[config.mk]
export PLATFORM = sky130hd
export DESIGN_NAME = baopoco_adc_power_acc
export DESIGN_NICKNAME = d
export VERILOG_FILES = /design/src/rtl/baopoco_adc_power_acc.sv
export SDC_FILE = /design/constraint.sdc
export NUM_CORES = 1
export LEC_CHECK = 0
export ABC_AREA = 1
export CORE_MARGIN = 3
export CORE_UTILIZATION = 62
export CTS_CLUSTER_DIAMETER = 100
export DETAILED_ROUTE_END_ITERATION = 16
export HOLD_SLACK_MARGIN = 0.15
export PLACE_DENSITY = 0.86
export SYNTH_ARGS = -nofsm -noshare
export SYNTH_HDL_FRONTEND = slang
export SYNTH_SLANG_ARGS = --single-unit
export TNS_END_PERCENT = 100
[constraint.sdc]
create_clock -name user_clk -period 8 [get_ports user_clk]
set_clock_uncertainty 0.15 [all_clocks]
set_input_delay 1.2 -clock user_clk [delete_from_list [all_inputs] [get_ports user_clk]]
set_output_delay 1.2 -clock user_clk [all_outputs]
set_load 0.02 [all_outputs]
[src/rtl/baopoco_adc_power_acc.sv]
// ADC power accumulator: squares each parallel sample word and sums the squares over a
// window of 2^L valid words, publishing a saturated 32-bit total at each window end.
module baopoco_adc_power_acc #(
   parameter int unsigned SAMPLE_WIDTH = 8,
   parameter int unsigned NUM_SAMPLES  = 4,
   parameter int unsigned MAX_LEN_LOG2 = 16
) (
   input  logic                                 user_clk,
   input  logic                                 user_rst,
   input  logic [SAMPLE_WIDTH*NUM_SAMPLES-1:0]  adc_data,
   input  logic                                 adc_valid,
   input  logic                                 sync_in,
   input  logic [4:0]                           acc_len_log2,
   output logic [31:0]                          sum_sq,
   output logic                                 sum_sq_sat,
   output logic                                 dump_valid,
   output logic [15:0]                          dump_count
);

   localparam int unsigned DataW = SAMPLE_WIDTH * NUM_SAMPLES;
   localparam int unsigned SqW   = 2 * SAMPLE_WIDTH - 1;
   localparam int unsigned SumW  = SqW + $clog2(NUM_SAMPLES);
   localparam int unsigned AccW  = SumW + MAX_LEN_LOG2;
   localparam int unsigned CntW  = MAX_LEN_LOG2 + 1;
   localparam logic [4:0]  MaxLen = 5'(MAX_LEN_LOG2);

   // S1
   logic [DataW-1:0] data_q;
   logic             v1_q;
   // S2
   logic [SqW-1:0]   sq_d [NUM_SAMPLES];
   logic [SqW-1:0]   sq_q [NUM_SAMPLES];
   logic             v2_q;
   // S3
   logic [SumW-1:0]  sum_d;
   logic [SumW-1:0]  sum_q;
   logic             v3_q;
   // S4
   logic [AccW-1:0]  acc_q;
   logic [CntW-1:0]  cnt_q;
   logic [4:0]       len_q;

   logic [4:0]       len_start;
   logic [4:0]       len_cur;
   logic [CntW-1:0]  last_cnt;
   logic [AccW-1:0]  acc_sum;
   logic             at_last;
   logic             acc_sat;

   // Sign-extend before squaring so the low SqW bits of the product are exact.
   for (genvar g = 0; g < NUM_SAMPLES; g++) begin : g_sq
      logic signed [SqW-1:0] smp;
      assign smp     = SqW'($signed(data_q[g*SAMPLE_WIDTH +: SAMPLE_WIDTH]));
      assign sq_d[g] = smp * smp;
   end

   always_comb begin
      sum_d = '0;
      for (int i = 0; i < NUM_SAMPLES; i++) begin
         sum_d = sum_d + SumW'(sq_q[i]);
      end
   end

   // Window length is taken fresh only when a window starts; otherwise the latched value.
   always_comb begin
      len_start = (acc_len_log2 > MaxLen) ? MaxLen : acc_len_log2;
      len_cur   = (cnt_q == '0) ? len_start : len_q;
      last_cnt  = (CntW'(1) << len_cur) - CntW'(1);
      acc_sum   = acc_q + AccW'(sum_q);
      at_last   = (cnt_q == last_cnt);
      acc_sat   = |acc_sum[AccW-1:32];
   end

   always_ff @(posedge user_clk or posedge user_rst) begin
      if (user_rst) begin
         data_q     <= '0;
         v1_q       <= 1'b0;
         for (int i = 0; i < NUM_SAMPLES; i++) sq_q[i] <= '0;
         v2_q       <= 1'b0;
         sum_q      <= '0;
         v3_q       <= 1'b0;
         acc_q      <= '0;
         cnt_q      <= '0;
         len_q      <= '0;
         sum_sq     <= '0;
         sum_sq_sat <= 1'b0;
         dump_valid <= 1'b0;
         dump_count <= '0;
      end else begin
         data_q     <= adc_data;
         v1_q       <= adc_valid;
         sq_q       <= sq_d;
         v2_q       <= v1_q & ~sync_in;
         sum_q      <= sum_d;
         v3_q       <= v2_q & ~sync_in;
         dump_valid <= 1'b0;
         if (sync_in) begin
            acc_q <= '0;
            cnt_q <= '0;
         end else if (v3_q) begin
            if (cnt_q == '0) len_q <= len_start;
            if (at_last) begin
               sum_sq     <= acc_sat ? 32'hFFFF_FFFF : acc_sum[31:0];
               sum_sq_sat <= acc_sat;
               dump_valid <= 1'b1;
               dump_count <= dump_count + 16'd1;
               acc_q      <= '0;
               cnt_q      <= '0;
            end else begin
               acc_q <= acc_sum;
               cnt_q <= cnt_q + CntW'(1);
            end
         end
      end
   end

endmodule

==> results.tsv, run 1 <==
metric	value	unit
placement row count	62	
R2R depth	22	
count of H-tree levels built during CTS	1	
largest net degree at the start of global routing	129	
sink of the worst hold path	v3_q	
multi-input combinational cell area	0.0111	mm^2
CTS Hold Bufs	0	
share of synthesized registers carrying an async set or reset	100	%
Primary FF master, synth	sky130_fd_sc_hd__dfrtp_1	
Num CTS Buffers	24	
count of synthesis-stage warnings from yosys	0	
via count of the routed design	13800	
cell with the most instances after synthesis	sky130_fd_sc_hd__nand2_1	
Post-CTS Setup Bufs	0	
Core Util, Final	70.4	%
worst slew margin relative to its limit	30.1	%
die boundary height	178	um
Worst Path Max Fanout	11	
Post-Route Hold Slack	0.324	ns
post-synthesis simple-gate area fraction	18.6	%
xor/xnor share of the synthesized area	6.79	%
Final Cycle Share	66.1	%
routability congestion estimate from global placement	0.933	
number of max-slew violations in the final report	0	
adder-cell share of the synthesized area	30.7	%
Commonest cells post-synth	sky130_fd_sc_hd__nand2_1 (438), sky130_fd_sc_hd__inv_1 (406), sky130_fd_sc_hd__dfrtp_1 (213)	
IO buf count	90	
worst setup slack for register-to-register paths	2.71	ns
vias in the first global route	14700	
critical path required time	8.26	ns
Setup Total Neg Slack	0	ns
Final Hold Viols	0	
TritonRoute pass-1 iters	6	
startpoint type of the worst setup path	flip-flop	
half-perimeter wire length after placement	31100	um
per-cell routed wire length	16.1	um
CTS sink count	213	
startpoint of the worst register-to-register path	data_q[23]	
area of all sequential standard cells	0.00533	mm^2
remaining global-route overflow	0	
number of remaining DRC errors	0	
RSZ-0062 raised after global routing	no	
Layout Cells excl Fill	2549	
Reg2Reg Capture Point	sq_q[28]	
cell area after technology mapping	0.0183	mm^2
gate count of the mapped netlist	2089	
I/O pins	91	
endpoint class of the critical path	flip-flop	
critical path type	flip-flop to flip-flop	
synth-to-layout area growth	11.0	%
number of synthesized flops with an enable pin	0	
Min-Delay Path Class	flip-flop to flip-flop	
Fmax achieved	189	MHz
global-route usage over all layers	27.0	%
remaining antenna violation count after routing	0	
core area	0.0289	mm^2
filler instances	2057	
clock insertion delay at the later pin of the skew report	0.54	ns
post-CTS clock slew at the launch and capture registers of the worst setup and hold paths	0.07	ns
transition time at the pin with the least slew margin	1.05	ns
leading post-synthesis cells by cell area	sky130_fd_sc_hd__dfrtp_1 (29%), sky130_fd_sc_hd__fa_1 (22%), sky130_fd_sc_hd__nand2_1 (9.0%), sky130_fd_sc_hd__ha_1 (8.6%), sky130_fd_sc_hd__inv_1 (8.3%)	
outcome	completed	
number of cells after detailed placement	2507	
min cycle time layout	5.29	ns
count of final setup violators	0	
1st-iter DRT viols	982	
DIE AREA	0.0316	mm^2
Seq/Total Area, Yosys	29.1	%
library cell occupying the most area in the post-synthesis netlist	sky130_fd_sc_hd__dfrtp_1	
leakage power	0.0109	uW
number of inserted diodes	0	
wire length of the first global-routing pass	69200	um
CTS tree	built	
fraction of post-synthesis cell area in the top cell type by area	29.1	%
starting density of the core	63.4	%
average instance area after synthesis	8.76	um^2
Max-cap violations	0	
die width	178	um
total of flip-flops plus latches after synthesis	213	
fraction of final layout cells with drive strength greater than 1	4.48	%
layout net count	2518	
combinational family with the most area after synthesis	adder cells	
antenna violations before repair	0	
ratio of total power to cell area	329	mW/mm^2
arrival time reported for the critical path endpoint	5.55	ns
Vias/cell	5.43	
Netlist cell types	44	
Hold Crit Start	v2_q	
proportion of synthesized area in mux cells	0	%
Cells on Worst Hold Path	2	
Peak VDD IR	0.388	mV
cell at the root of the clock tree	sky130_fd_sc_hd__clkbuf_16	
Synth Area in Compound Gates	4.69	%
Gates resized, CTS repair	0	
maximum clock path buffer count	3	
Total Routed Length	41000	um
==> registers in the layout, indices dropped and copies added (netlist names) <==
register and flops:
len_q 5, v1_q 1, cnt_q 17, sum_q 17
acc_q 33, dump_valid 1, sum_sq_sat 1, dump_count 16
data_q 32, sum_sq 32, sq_q 56, v2_q 1
v3_q 1
==> metrics by stage <==
step                setup WS [ns]  total power, uW  cell area, um^2
detailed placement           2.77             5320            19400
global placement             2.94             5060            19400
floorplan                   0.827             4460            18300
CTS                          2.80             6670            20300
global route                 2.49             7260            20300
finish                       2.71             6690            20300
==> routing by layer <==
metal | wire length, um | up-vias | track usage, %
li1 | - | 6503 | -
met1 | 16000 | 6740 | 32.8
met2 | 20800 | 472 | 47.8
met3 | 2090 | 131 | 3.59
met4 | 2140 | 0 | 12.1
met5 | 0 | - | 0
==> worst max-delay path, stage by stage (launching register included) <==
cell and delay (ns):
sky130_fd_sc_hd__dfrtp_1 0.61, sky130_fd_sc_hd__inv_1 0.18, sky130_fd_sc_hd__nor2_1 0.19, sky130_fd_sc_hd__inv_1 0.08, sky130_fd_sc_hd__fa_1 0.53, sky130_fd_sc_hd__xnor2_1 0.29
sky130_fd_sc_hd__xor2_1 0.15, sky130_fd_sc_hd__fa_1 0.54, sky130_fd_sc_hd__inv_1 0.05, sky130_fd_sc_hd__fa_1 0.48, sky130_fd_sc_hd__ha_1 0.37, sky130_fd_sc_hd__a21oi_1 0.18
sky130_fd_sc_hd__inv_1 0.05, sky130_fd_sc_hd__a21oi_1 0.15, sky130_fd_sc_hd__inv_1 0.10, sky130_fd_sc_hd__nand2_1 0.07, sky130_fd_sc_hd__inv_1 0.06, sky130_fd_sc_hd__or2_2 0.29
sky130_fd_sc_hd__a21oi_1 0.20, sky130_fd_sc_hd__nor2_1 0.06, sky130_fd_sc_hd__o21ai_0 0.15, sky130_fd_sc_hd__nand2_1 0.08, sky130_fd_sc_hd__xor2_1 0.14
==> placed cells by master, fill, tap and decap left out, drive strengths merged <==
cell type	instances
clkdlybuf4s50	90
dfrtp	213
nor2	121
xor2	96
conb	3
or2	7
nand4	29
nor3	13
nand3	138
o21bai	8
xnor2	45
a21boi	2
o221ai	1
clkinvlp	3
inv	413
nand3b	5
nor4	4
o21ai	57
a21oi	62
a211oi	4
and2	1
nand2	452
ha	126
o22ai	19
a31oi	3
clkbuf	32
buf	4
clkinv	4
and3	3
bufinv	4
o31ai	1
fa	202
==> where the power goes <==
part,leakage [uW],internal (uW),switching [uW]
registers,0.00268,1340,146
logic,0.00780,1640,2360
clock network,0.000413,734,459
==> worst max path at each step <==
stage	from	to	slack (ns)	depth (start not counted)
2_1_floorplan	user_rst	acc_q[0]	0.83	1
3_3_place_gp	acc_len_log2[4]	sum_sq[29]	2.94	22
3_5_place_dp	acc_len_log2[4]	sum_sq[29]	2.77	22
4_1_cts	data_q[23]	sq_q[28]	2.80	22
5_1_grt	data_q[23]	sq_q[28]	2.49	22
6_report	data_q[23]	sq_q[28]	2.71	22
==> cell families after synthesis <==
kind of cell | count (synthesis)
DFF | 213
buffers and inverters | 475
AOI/OAI and AO/OA | 157
other | 2
and+or+nand+nor | 773
adders and majority gates | 328
xor gates and xnor gates | 141
==> cell type report <==
type	instances	share of cell area (%)
inverter	414	7.69
multi-input combinational	1402	54.9
clock inverter	10	0.832
sequential	213	26.2
clock buffer	32	3.40
tap	384	2.37
timing repair buffer	94	4.58
Power figures use the tool's default switching activity.
==> run 2, diff against run 1 <==
--- a/config.mk
+++ b/config.mk
@@ -7,11 +7,11 @@
 export LEC_CHECK = 0
 export ABC_AREA = 1
 export CORE_MARGIN = 3
-export CORE_UTILIZATION = 62
+export CORE_UTILIZATION = 56
 export CTS_CLUSTER_DIAMETER = 100
 export DETAILED_ROUTE_END_ITERATION = 16
 export HOLD_SLACK_MARGIN = 0.15
-export PLACE_DENSITY = 0.86
+export PLACE_DENSITY = 0.82
 export SYNTH_ARGS = -nofsm -noshare
 export SYNTH_HDL_FRONTEND = slang
 export SYNTH_SLANG_ARGS = --single-unit
==> constraint.sdc (replaced) <==
create_clock -name user_clk -period 4.5 [get_ports user_clk]
set_clock_uncertainty 0.15 [all_clocks]
set_input_delay 0.675 -clock user_clk [delete_from_list [all_inputs] [get_ports user_clk]]
set_output_delay 0.675 -clock user_clk [all_outputs]
set_load 0.02 [all_outputs]
==> run 2 against run 1 <==
Net effect: non-clock buffer count increased by 104; the run now ends with negative setup slack left; utilization is 2.3 points lower; critical endpoint is now sq_q[14]; sequential share of layout area shrank 1.6 points; final cell count rose by 6.1%; highest routed layer unchanged; combinational power rose by 110%; wire length increased by 9.6%; largest power group unchanged; total power increased by 94%.
==> results.tsv, run 2 (synthesis gave the netlist of run 1 again) <==
metric	value	unit
remaining antenna violation count after routing	0	
per-cell routed wire length	16.6	um
worst setup slack before clock tree synthesis	-0.0953	ns
register ranked first by flip-flop count	sq_q	
Comb power frac	63.8	%
Fmax achieved	218	MHz
RSZ-0062 raised after global routing	yes	
largest registers	sq_q (56), acc_q (33)	
Num CTS Buffers	25	
Peak VDD IR	0.672	mV
number of remaining DRC errors	0	
post-route cell area	0.0217	mm^2
layout net count	2623	
Hold Crit Start	v1_q	
share of power burned in registers	20.4	%
startpoint type of the worst setup path	flip-flop	
min cycle time layout	4.58	ns
DIE AREA	0.0349	mm^2
CTS tree	built	
Total Routed Length	44900	um
CTS Hold Bufs	0	
violated checks	negative setup slack	
Cells on Worst Hold Path	2	
global-route usage over all layers	24.1	%
Max-cap violations	0	
R2R depth	20	
via count of the routed design	14500	
fraction of final layout cells with drive strength greater than 1	14.3	%
vias in the first global route	15000	
largest net degree at the start of global routing	102	
placement row count	65	
count of H-tree levels built during CTS	1	
most common cell after layout, fill and taps aside	sky130_fd_sc_hd__nand2_1	
arrival time reported for the critical path endpoint	4.86	ns
TritonRoute pass-1 iters	5	
half-perimeter wire length after placement	31400	um
Layout Cells excl Fill	2705	
Total Power	13000	uW
maximum clock path buffer count	3	
post-CTS clock slew at the launch and capture registers of the worst setup and hold paths	0.06	ns
remaining global-route overflow	0	
launching instance or port of the critical path	data_q[25]	
Min-Delay Path Class	flip-flop to flip-flop	
critical path required time	4.77	ns
die width	187	um
I/O pins	91	
worst slew margin relative to its limit	36.3	%
Final Hold Viols	0	
endpoint class of the critical path	flip-flop	
cell at the root of the clock tree	sky130_fd_sc_hd__clkbuf_16	
count of final setup violators	4	
leading cell types in the layout, fill and taps excluded	sky130_fd_sc_hd__nand2_1 (420), sky130_fd_sc_hd__inv_1 (386), sky130_fd_sc_hd__fa_1 (198), sky130_fd_sc_hd__dfrtp_1 (195), sky130_fd_sc_hd__nand3_1 (133)	
die boundary height	187	um
synth-to-layout area growth	18.7	%
power spent charging and discharging nets	5820	uW
wire length of the first global-routing pass	70500	um
Sw Share	44.9	%
worst setup slack for register-to-register paths	-0.08	ns
routability congestion estimate from global placement	0.900	
IO buf count	90	
number of max-slew violations in the final report	0	
ratio of total power to cell area	597	mW/mm^2
number of inserted diodes	0	
core area	0.0319	mm^2
antenna violations before repair	0	
Post-Route Hold Slack	0.316	ns
clock insertion delay at the later pin of the skew report	0.56	ns
startpoint of the worst register-to-register path	data_q[25]	
Final Cycle Share	102	%
1st-iter DRT viols	941	
placed cell areas	0.0201	mm^2
share of power burned in the clock network	15.9	%
critical path type	flip-flop to flip-flop	
internal power contribution	7130	uW
final worst-path setup slack	-0.0838	ns
leakage power	0.0114	uW
Vias/cell	5.37	
number of cells after detailed placement	2631	
outcome	finished with violations	
Worst Path Max Fanout	4	
transition time at the pin with the least slew margin	0.953	ns
CTS sink count	213	
flip-flop count of the largest register, all copies and words added	56	
starting density of the core	57.4	%
-- run 2: changes by cell type in the layout (fill, tap and decap cells not counted), sizes merged --
cell and change:
buf +104, bufinv -2, clkbuf -2, clkinv +2
inv +3
-- run 2: metrics by stage --
stage          utilization (%)  setup TNS [ns]
2_1_floorplan                -               0
3_3_place_gp              63.0               0
3_5_place_dp              63.0          -0.242
4_1_cts                   65.7         -0.0359
5_1_grt                   68.1           -2.17
6_report                  68.1          -0.276
-- run 2: timing repair --
action                                  4_1_cts  5_1_grt
endpoints found under the setup margin        7      106
resized for setup                            16      130
buffers inserted                              2       29
pin swaps                                     6       67
cloned                                        0        0
-- run 2: per-layer routing --
layer | part of all wire [%] | global-route usage, % | vias up
li1 | - | - | 6728
met4 | 4.2 | 6.95 | 0
met1 | 38 | 29.7 | 7158
met5 | 0 | 0 | -
met2 | 53 | 44.6 | 486
met3 | 4.8 | 2.76 | 152
-- run 2: layout make-up --
class,instances,area [um^2]
Multi-Input combinational cell,1402,11700
Fill cell,2315,10200
Sequential cell,213,5350
Timing Repair Buffer,198,1740
Inverter,414,1560
Clock buffer,30,664
Tap cell,435,544
Clock inverter,13,154
-- run 2: critical path, stage by stage, from the launching register on --
cell	delay, ns
sky130_fd_sc_hd__dfrtp_2	0.44
sky130_fd_sc_hd__buf_4	0.15
sky130_fd_sc_hd__nand2_2	0.07
sky130_fd_sc_hd__inv_2	0.05
sky130_fd_sc_hd__fa_1	0.48
sky130_fd_sc_hd__fa_1	0.50
sky130_fd_sc_hd__inv_1	0.06
sky130_fd_sc_hd__fa_1	0.47
sky130_fd_sc_hd__inv_1	0.05
sky130_fd_sc_hd__fa_1	0.50
sky130_fd_sc_hd__ha_4	0.35
sky130_fd_sc_hd__nand2_4	0.06
sky130_fd_sc_hd__o21ai_4	0.19
sky130_fd_sc_hd__a21oi_2	0.09
sky130_fd_sc_hd__inv_1	0.07
sky130_fd_sc_hd__a21oi_2	0.07
sky130_fd_sc_hd__o31ai_2	0.30
sky130_fd_sc_hd__nand2_1	0.08
sky130_fd_sc_hd__a21oi_1	0.14
sky130_fd_sc_hd__nor2_1	0.06
sky130_fd_sc_hd__xor2_1	0.14
-- run 2: final timing paths --
path,end
hold reg to reg,v2_q
hold / removal,v2_q
setup / recovery,sq_q[14]
min in group asynchronous,cnt_q[15]
setup reg to reg,sq_q[14]
max in group asynchronous,dump_count[8]
-- run 2: power groups by stage --
stage / sequential [uW] / clock, uW / combinational (uW)
after global placement: 2650 / 0 / 6610
after detailed placement: 2650 / 0 / 7070
final: 2640 / 2060 / 8260
after global routing: 2670 / 2170 / 9080
after floorplan: 2560 / 0 / 5370
after CTS: 2620 / 2090 / 7310
==> run 3, diff against run 2 <==
--- a/config.mk
+++ b/config.mk
@@ -6,8 +6,10 @@
 export NUM_CORES = 1
 export LEC_CHECK = 0
 export ABC_AREA = 1
+export CELL_PAD_IN_SITES_DETAIL_PLACEMENT = 0
+export CELL_PAD_IN_SITES_GLOBAL_PLACEMENT = 1
 export CORE_MARGIN = 3
-export CORE_UTILIZATION = 56
+export CORE_UTILIZATION = 43
 export CTS_CLUSTER_DIAMETER = 100
 export DETAILED_ROUTE_END_ITERATION = 16
 export HOLD_SLACK_MARGIN = 0.15
==> run 3 against run 2 <==
Net effect: the run now ends clean; fmax up 4.3%; wire length shrank 9.5%; critical path type unchanged; via count decreased by 6.1%; largest power group unchanged.
==> results.tsv, run 3 (synthesis gave the netlist of run 1 again) <==
metric	value	unit
layout net count	2614	
cell at the root of the clock tree	sky130_fd_sc_hd__clkbuf_16	
Layout Cells excl Fill	2799	
number of cells after detailed placement	2732	
arrival time reported for the critical path endpoint	4.69	ns
starting density of the core	44.2	%
count of H-tree levels built during CTS	1	
worst setup slack for register-to-register paths	0.11	ns
number of max-slew violations in the final report	0	
leading cell types in the layout, fill and taps excluded	sky130_fd_sc_hd__nand2_1 (426), sky130_fd_sc_hd__inv_1 (389), sky130_fd_sc_hd__fa_1 (198), sky130_fd_sc_hd__dfrtp_1 (198), sky130_fd_sc_hd__nand3_1 (133)	
critical path type	flip-flop to flip-flop	
per-cell routed wire length	14.5	um
1st-iter DRT viols	802	
min cycle time layout	4.39	ns
die boundary height	212	um
CTS sink count	213	
largest registers	sq_q (56), acc_q (33)	
count of final setup violators	0	
CTS Hold Bufs	0	
R2R depth	22	
antenna violations before repair	1	
Reg2Reg Capture Point	sq_q[28]	
Num CTS Buffers	27	
startpoint type of the worst setup path	flip-flop	
Fmax achieved	228	MHz
Cells on Worst Hold Path	2	
DIE AREA	0.0451	mm^2
wire length of the first global-routing pass	68500	um
post-CTS clock slew at the launch and capture registers of the worst setup and hold paths	0.07	ns
I/O pins	91	
Peak VDD IR	0.524	mV
Min-Delay Path Class	flip-flop to flip-flop	
flip-flop count of the largest register, all copies and words added	56	
Max-cap violations	0	
CTS tree	built	
remaining antenna violation count after routing	0	
placement row count	74	
outcome	completed	
sink of the worst hold path	v2_q	
worst setup slack before clock tree synthesis	0.00415	ns
worst slew margin relative to its limit	36.7	%
core area	0.0414	mm^2
global-route usage over all layers	18.4	%
via count of the routed design	13600	
die width	212	um
leakage power	0.0114	uW
endpoint class of the critical path	flip-flop	
register ranked first by flip-flop count	sq_q	
remaining global-route overflow	0	
TritonRoute pass-1 iters	5	
IO buf count	90	
critical path required time	4.80	ns
Hold Crit Start	v1_q	
synth-to-layout area growth	19.6	%
final worst-path setup slack	0.105	ns
most common cell after layout, fill and taps aside	sky130_fd_sc_hd__nand2_1	
half-perimeter wire length after placement	31400	um
clock insertion delay at the later pin of the skew report	0.57	ns
number of remaining DRC errors	0	
Total Power	12500	uW
Final Hold Viols	0	
largest net degree at the start of global routing	115	
Vias/cell	4.87	
startpoint of the worst register-to-register path	data_q[17]	
fraction of final layout cells with drive strength greater than 1	13.2	%
placed cell areas	0.0203	mm^2
Final Cycle Share	97.7	%
vias in the first global route	14100	
Total Routed Length	40600	um
Worst Path Max Fanout	5	
maximum clock path buffer count	3	
RSZ-0062 raised after global routing	yes	
routability congestion estimate from global placement	0.885	
post-route cell area	0.0219	mm^2
transition time at the pin with the least slew margin	0.947	ns
ratio of total power to cell area	573	mW/mm^2
## run 3: cell types whose count changed in the layout (fill, tap and decap cells not counted), sizes merged
cell and change:
buf -11, bufinv +4, clkinv +4, diode +1, inv -1
## run 3: final cells by class
type                            instances  area (um^2)
Tap cell                              532          666
Fill cell                            3768        19500
Antenna cell                            1         2.50
Clock buffer                           30          697
Timing Repair Buffer                  187         1700
Inverter                              414         1560
Multi-Input combinational cell       1402        11600
Clock inverter                         20          304
Sequential cell                       213         5350
## run 3: worst max-delay path by stage
stage / start / endpoint / slack [ns] / cells past startpoint
CTS: data_q[23] / sq_q[28] / 0.005 / 18
global route: data_q[17] / sq_q[28] / -0.11 / 22
detailed placement: data_q[31] / sq_q[14] / 0.004 / 20
global placement: data_q[23] / sq_q[28] / 0.01 / 20
finish: data_q[17] / sq_q[28] / 0.11 / 22
floorplan: data_q[23] / sq_q[28] / 0.02 / 22
## run 3: power by group
group	total (uW)	switching (uW)	leakage [uW]	internal, uW
combinational	7490	4110	0.00825	3370
clock	2430	944	0.000485	1480
sequential	2620	228	0.00267	2390
total	12500	5290	0.0114	7250
## run 3: repair_timing
item	4_1_cts	5_1_grt
setup endpoints to repair	4	61
gates resized for setup	5	121
buffers inserted	0	16
pin swaps	1	65
## run 3: critical path, stage by stage, from the launching register on
cell and delay [ns]:
sky130_fd_sc_hd__dfrtp_2 0.45, sky130_fd_sc_hd__buf_6 0.14, sky130_fd_sc_hd__nand2_2 0.06, sky130_fd_sc_hd__inv_1 0.06, sky130_fd_sc_hd__ha_2 0.19, sky130_fd_sc_hd__fa_1 0.52, sky130_fd_sc_hd__fa_1 0.43, sky130_fd_sc_hd__fa_1 0.56
sky130_fd_sc_hd__ha_4 0.22, sky130_fd_sc_hd__a21oi_2 0.14, sky130_fd_sc_hd__nand2_2 0.09, sky130_fd_sc_hd__a21oi_2 0.14, sky130_fd_sc_hd__inv_1 0.06, sky130_fd_sc_hd__a21oi_2 0.12, sky130_fd_sc_hd__inv_1 0.06, sky130_fd_sc_hd__nand2_1 0.06
sky130_fd_sc_hd__inv_2 0.04, sky130_fd_sc_hd__or2_4 0.24, sky130_fd_sc_hd__a21oi_2 0.15, sky130_fd_sc_hd__nor2_1 0.06, sky130_fd_sc_hd__o21ai_1 0.12, sky130_fd_sc_hd__nand2_1 0.07, sky130_fd_sc_hd__xor2_1 0.14
## run 3: routing by layer
metal | part of all wire (%) | routed length, um | global-route usage [%]
met1 | 45 | 18200 | 24.8
met2 | 49 | 19900 | 31.6
met3 | 3.7 | 1510 | 2.41
met4 | 2.6 | 1050 | 5.07
met5 | 0 | 0 | 0
## run 3: metrics by stage
step | hold slack [ns] | setup TNS [ns] | util, %
6_report | 0.319 | 0 | 52.9
5_1_grt | 0.350 | -0.282 | 52.9
4_1_cts | 0.322 | 0 | 51.4
3_5_place_dp | 0.313 | 0 | 48.9
3_3_place_gp | 0.304 | 0 | 48.9
2_1_floorplan | 0.202 | 0 | -
